`config.mk`:
```
export PLATFORM = sky130hd
export DESIGN_NAME = cordic_out_serializer_flat
export DESIGN_NICKNAME = d
export VERILOG_FILES = /design/src/rtl/cordic_out_serializer_if.sv /design/src/rtl/cordic_out_serializer.sv /design/src/flat_wrapper.sv
export SDC_FILE = /design/constraint.sdc
export NUM_CORES = 1
export LEC_CHECK = 0
export ABC_AREA = 1
export ABC_CLOCK_PERIOD_IN_PS = 9500
export BUFFER_PORTS_ARGS = -buffer_cell sky130_fd_sc_hd__buf_2
export CAP_MARGIN = 20
export CORE_ASPECT_RATIO = 0.9
export CORE_MARGIN = 1.5
export CORE_UTILIZATION = 40
export DETAILED_ROUTE_END_ITERATION = 8
export GPL_ROUTABILITY_DRIVEN = 0
export PLACE_DENSITY = 0.63
export SLEW_MARGIN = 20
export SYNTH_ARGS = -nofsm -noshare
export SYNTH_HDL_FRONTEND = slang
export SYNTH_SLANG_ARGS = --single-unit
```
`constraint.sdc`:
```
create_clock -name i_clk -period 9.5 [get_ports i_clk]
set_clock_uncertainty 0.2 [all_clocks]
set_input_delay 0.475 -clock i_clk [delete_from_list [all_inputs] [get_ports i_clk]]
set_output_delay 0.475 -clock i_clk [all_outputs]
set_load 0.02 [all_outputs]
```
`src/rtl/cordic_out_serializer_if.sv`:
```
// rtl/cordic_out_serializer_if.sv - narrow beat bus between serializer and sink
interface cordic_out_serializer_if #(
    parameter int BEAT_WIDTH = 8
);
    logic                  o_beat_vld;
    logic [BEAT_WIDTH-1:0] o_beat_data;
    logic                  o_beat_last;
    logic                  i_beat_rdy;

    // Serializer side drives the beat, sink side drives ready
    modport master (
        output o_beat_vld,
        output o_beat_data,
        output o_beat_last,
        input  i_beat_rdy
    );

    modport slave (
        input  o_beat_vld,
        input  o_beat_data,
        input  o_beat_last,
        output i_beat_rdy
    );
endinterface

```
`src/rtl/cordic_out_serializer.sv`:
```
// rtl/cordic_out_serializer.sv - result word FIFO plus MSB-first beat serializer
module cordic_out_serializer #(
    parameter int DATA_WIDTH = 56,
    parameter int BEAT_WIDTH = 8,
    parameter int FIFO_DEPTH = 4
) (
    input  logic                          i_clk,
    input  logic                          i_async_rst_n,
    input  logic                          i_vld,
    input  logic [DATA_WIDTH-1:0]         i_data,
    input  logic                          i_clr_ovf,
    output logic                          o_full,
    output logic [$clog2(FIFO_DEPTH):0]   o_level,
    output logic                          o_overflow,
    cordic_out_serializer_if.master       beat
);
    localparam int BEATS = DATA_WIDTH / BEAT_WIDTH;
    localparam int AW    = $clog2(FIFO_DEPTH);
    localparam int LW    = AW + 1;
    localparam int BCW   = (BEATS > 1) ? $clog2(BEATS) : 1;

    localparam logic [0:0] ST_IDLE  = 1'b0;
    localparam logic [0:0] ST_SHIFT = 1'b1;

    logic [DATA_WIDTH-1:0] mem [FIFO_DEPTH];
    logic [AW-1:0]         wr_ptr;
    logic [AW-1:0]         rd_ptr;
    logic [LW-1:0]         count;
    logic [0:0]            state;
    logic [BCW-1:0]        beat_cnt;
    logic [DATA_WIDTH-1:0] shreg;
    logic                  overflow;

    logic full;
    logic push;
    logic pop;
    logic xfer;
    logic at_last;

    // Full is taken from the count register, so a same-cycle pop never rescues a write
    assign full    = (count == LW'(FIFO_DEPTH));
    assign push    = i_vld & ~full;
    assign xfer    = (state == ST_SHIFT) & beat.i_beat_rdy;
    assign at_last = (beat_cnt == BCW'(BEATS - 1));
    // Pop when idle, or chain straight into the next word on the final beat
    assign pop     = (count != '0) & ((state == ST_IDLE) | (xfer & at_last));

    // Storage array carries no reset; only pointers and count define its contents
    always_ff @(posedge i_clk) begin
        if (push) begin
            mem[wr_ptr] <= i_data;
        end
    end

    // FIFO bookkeeping, serializer FSM and sticky overflow
    always_ff @(posedge i_clk or negedge i_async_rst_n) begin
        if (!i_async_rst_n) begin
            wr_ptr   <= '0;
            rd_ptr   <= '0;
            count    <= '0;
            state    <= ST_IDLE;
            beat_cnt <= '0;
            shreg    <= '0;
            overflow <= 1'b0;
        end else begin
            if (push) begin
                wr_ptr <= wr_ptr + AW'(1);
            end
            if (pop) begin
                rd_ptr <= rd_ptr + AW'(1);
            end
            if (push && !pop) begin
                count <= count + LW'(1);
            end else if (pop && !push) begin
                count <= count - LW'(1);
            end

            if (pop) begin
                shreg    <= mem[rd_ptr];
                beat_cnt <= '0;
                state    <= ST_SHIFT;
            end else if (xfer) begin
                // Shifting out leaves zeros behind, so the idle beat bus reads 0
                shreg    <= shreg << BEAT_WIDTH;
                beat_cnt <= beat_cnt + BCW'(1);
                if (at_last) begin
                    state <= ST_IDLE;
                end
            end

            if (i_vld && full) begin
                overflow <= 1'b1;
            end else if (i_clr_ovf) begin
                overflow <= 1'b0;
            end
        end
    end

    assign o_full           = full;
    assign o_level          = count;
    assign o_overflow       = overflow;
    assign beat.o_beat_vld  = (state == ST_SHIFT);
    assign beat.o_beat_data = shreg[DATA_WIDTH-1 -: BEAT_WIDTH];
    assign beat.o_beat_last = (state == ST_SHIFT) & at_last;
endmodule

```
`src/flat_wrapper.sv`:
```
// flat-port wrapper written by rule: the top's interface ports become plain ports
module cordic_out_serializer_flat 
#(
    parameter int DATA_WIDTH = 56,
    parameter int BEAT_WIDTH = 8,
    parameter int FIFO_DEPTH = 4
)
  (i_clk, i_async_rst_n, i_vld, i_data, i_clr_ovf, o_full, o_level, o_overflow, beat_o_beat_vld, beat_o_beat_data, beat_o_beat_last, beat_i_beat_rdy);
  cordic_out_serializer_if #(.BEAT_WIDTH(BEAT_WIDTH)) beat_i ();
  input  logic i_clk;
  input  logic i_async_rst_n;
  input  logic i_vld;
  input  logic [DATA_WIDTH-1:0] i_data;
  input  logic i_clr_ovf;
  output logic o_full;
  output logic [$clog2(FIFO_DEPTH):0] o_level;
  output logic o_overflow;
  output wire logic [$bits(beat_i.o_beat_vld)-1:0] beat_o_beat_vld;
  output wire logic [$bits(beat_i.o_beat_data)-1:0] beat_o_beat_data;
  output wire logic [$bits(beat_i.o_beat_last)-1:0] beat_o_beat_last;
  input wire logic [$bits(beat_i.i_beat_rdy)-1:0] beat_i_beat_rdy;
  assign beat_o_beat_vld = beat_i.o_beat_vld;
  assign beat_o_beat_data = beat_i.o_beat_data;
  assign beat_o_beat_last = beat_i.o_beat_last;
  assign beat_i.i_beat_rdy = beat_i_beat_rdy;
  cordic_out_serializer #(.DATA_WIDTH(DATA_WIDTH), .BEAT_WIDTH(BEAT_WIDTH), .FIFO_DEPTH(FIFO_DEPTH)) u_core (.i_clk(i_clk), .i_async_rst_n(i_async_rst_n), .i_vld(i_vld), .i_data(i_data), .i_clr_ovf(i_clr_ovf), .o_full(o_full), .o_level(o_level), .o_overflow(o_overflow), .beat(beat_i));
endmodule
```
==> reports/metrics.csv <==
metric;value;unit
status;finished clean;
drv_cap;0;
yosys_register_bits;292;
hold_violations;0;
slew_violations;0;
wl_per_cell;14.8;um
grt_pass1_vias;8560;
ys.warnings.count;0;
setup_violations;0;
synthesis.nets;1368;
start_util;40.9;%
drc_errors;0;
dieWidth;191;um
end_kind;register;
ctsLongestPathBuffers;3;
design.core.area;0.0311;sq mm
max_freq;0.355;GHz
yosysSeqAreaShare;66.1;%
clk_pin_slew;0.06;ns
ir_worst_vdd;0.191;mV
post-route-period-util;29.7;%
synth-edff-count;224;
synthTopCellsByArea;edfxtp_1 (53%), dfrtp_1 (13%), nand2_1 (11%);
hp-class;input port to register;
place_area;0.0134;sq mm
cp_max_fo;66;
synthXorXnorAreaFrac;0.343;%
required;9.72;ns
drive_above_1_share;9.50;%
nFillCells;2862;
grt_pass1_wl;44400;um
synth_top_family_by_area;simple AND/OR/NAND/NOR gates;
synth_compound_area_share;1.45;%
grt_max_degree;108;
fin_crit;2.82;ns
synth_top_cell_by_area;edfxtp_1;
crit_arrival;3.04;ns
totalWireLength;27000;um
ant_nets;0;
slew_headroom;29.0;%
synthSimpleGateAreaFrac;20.7;%
cts_root_buffer;clkbuf_16;
portBuffers;75;
start_kind;register;
placementRows;61;
via_per_inst;4.70;
tritoncts;done;
power.leakage;6.73;nW
syn_avg_cell_area;9.82;sq um
rsz0062_at_grt;false;
vias;8595;
synthesis.area;0.0128;sq mm
area_delta_synth_final;16.5;%
netlist-cell-type-count;21;
fin_nets;1468;
worstHoldStart;i_data[54];
async_flop_share;23.3;%
timing.setup.tns;0;ns
synth_top_area_share;52.8;%
worstSkewPairLatency;0.54;ns
antenna_found_initial;0;
diodes;0;
first_pass_iters;5;
yosys_most_used_dff;edfxtp_1;
synth.most_common_cell;nand2_1;
dp_hpwl;14800;um
cts_resized;0;
cts_buffers;29;
p_per_area;291;mW/mm^2
final_cell_area;0.0149;sq mm
dr.first_iter.drc_count;549;
num_io_pins;76;
overflow;0;
timing_worst_setup_path_type;register to register;
cp-startpoint;u_core.rd_ptr[0];
synthCells;1299;
synthAdderAreaFrac;0.844;%
die_h;172;um
synthMuxAreaShare;0;%
postCtsSetupBuffers;0;
clock-sinks;292;
r2r_start;u_core.rd_ptr[0];
die-area;0.0330;sq mm
worst_slew_pin_slew;1.07;ns
synthTopCellsByCount;nand2_1 (371), inv_1 (248), edfxtp_1 (224);
h-tree-depth;1;
grt_usage;17.0;%
[report_power, final]
group / total [W] / switching (W) / internal, W / leakage (nW)
sequential: 0.00187 / 0.000156 / 0.00172 / 2.92
clock: 0.00111 / 0.000463 / 0.000643 / 0.448
combinational: 0.00135 / 0.000939 / 0.000406 / 3.36
total: 0.00433 / 0.00156 / 0.00277 / 6.73
[cell type report]
class	instances	area, sq um	share of cell area [%]
inverter	250	941	6.33
multi-input combinational	684	3020	20.4
sequential	292	8430	56.8
timing repair buffer	142	1030	6.91
clock buffer	45	857	5.77
clock inverter	8	63.8	0.430
tap	409	512	3.44
[metrics by stage]
step	cells	setup slack (ns)	util, %	hold slack [ns]	total power [W]
floorplan	1299	5.65	-	-0.0206	0.00290
global placement	1719	6.72	42.9	0.293	0.00322
detailed placement	1719	6.69	42.9	0.298	0.00325
CTS	1830	6.66	47.7	0.00757	0.00438
global route	1830	6.47	47.7	0.0285	0.00463
finish	1830	6.68	47.7	0.0281	0.00433
[per-layer routing]
layer	routed length (um)	GRT usage, %	share of wire (%)
met1	12900	23.4	48
met2	12600	28.9	47
met3	1010	2.01	3.7
met4	566	4.08	2.1
met5	0	0	0
[flip-flops by register name, indices dropped and copies added (netlist names)]
| register | flops |
|---|---|
| u_core.mem | 224 |
| u_core.shreg | 56 |
| u_core.beat_cnt | 3 |
| u_core.o_level | 3 |
| u_core.rd_ptr | 2 |
| u_core.wr_ptr | 2 |
| u_core.beat.o_beat_vld | 1 |
| u_core.o_overflow | 1 |
[layout by cell type (no fill, tap or decap), drive strengths merged, types with 4 or more instances in the layout]
master,Yosys,layout
a21oi,17,17
buf,61,84
clkbuf,12,45
clkinv,0,6
dfrtp,68,68
dlygate4sd3,0,58
edfxtp,224,224
ha,7,7
inv,250,250
nand2,372,372
nand3,207,207
nor2,53,53
o21ai,20,20
xor2,4,4
[kinds of logic (layout without fill, tap and decap cells)]
group                      count (synthesis)  after routing
AOI/OAI and AO/OA                         37             37
xor gates and xnor gates                   5              5
adders and majority gates                  8              8
buffers and inverters                    323            445
DFF                                      292            292
and+or+nand+nor                          634            634
[path summary, 6_finish.rpt]
check | slack [ns] | cells past startpoint | end
hold / removal | 0.03 | 1 | u_core.mem[3][54]
min in group asynchronous | 0.40 | 2 | u_core.shreg[37]
setup / recovery | 6.68 | 7 | u_core.shreg[12]
max in group asynchronous | 7.97 | 2 | u_core.rd_ptr[0]
setup reg to reg | 6.68 | 7 | u_core.shreg[12]
hold reg to reg | 0.31 | 2 | u_core.shreg[3]
[what timing repair did]
action	4_1_cts	5_1_grt
setup endpoints to repair	0	0
hold buffers	58	0
endpoints found under the hold margin	289	0
[critical path: stages (launching register included)]
cell	delay, ns
dfrtp_4	0.73
inv_2	0.54
buf_4	0.66
nand2_1	0.14
nand3_1	0.11
nand2_1	0.09
nand2_1	0.06
nand3_1	0.07
Note: power is estimated with default switching activity, not from simulation.
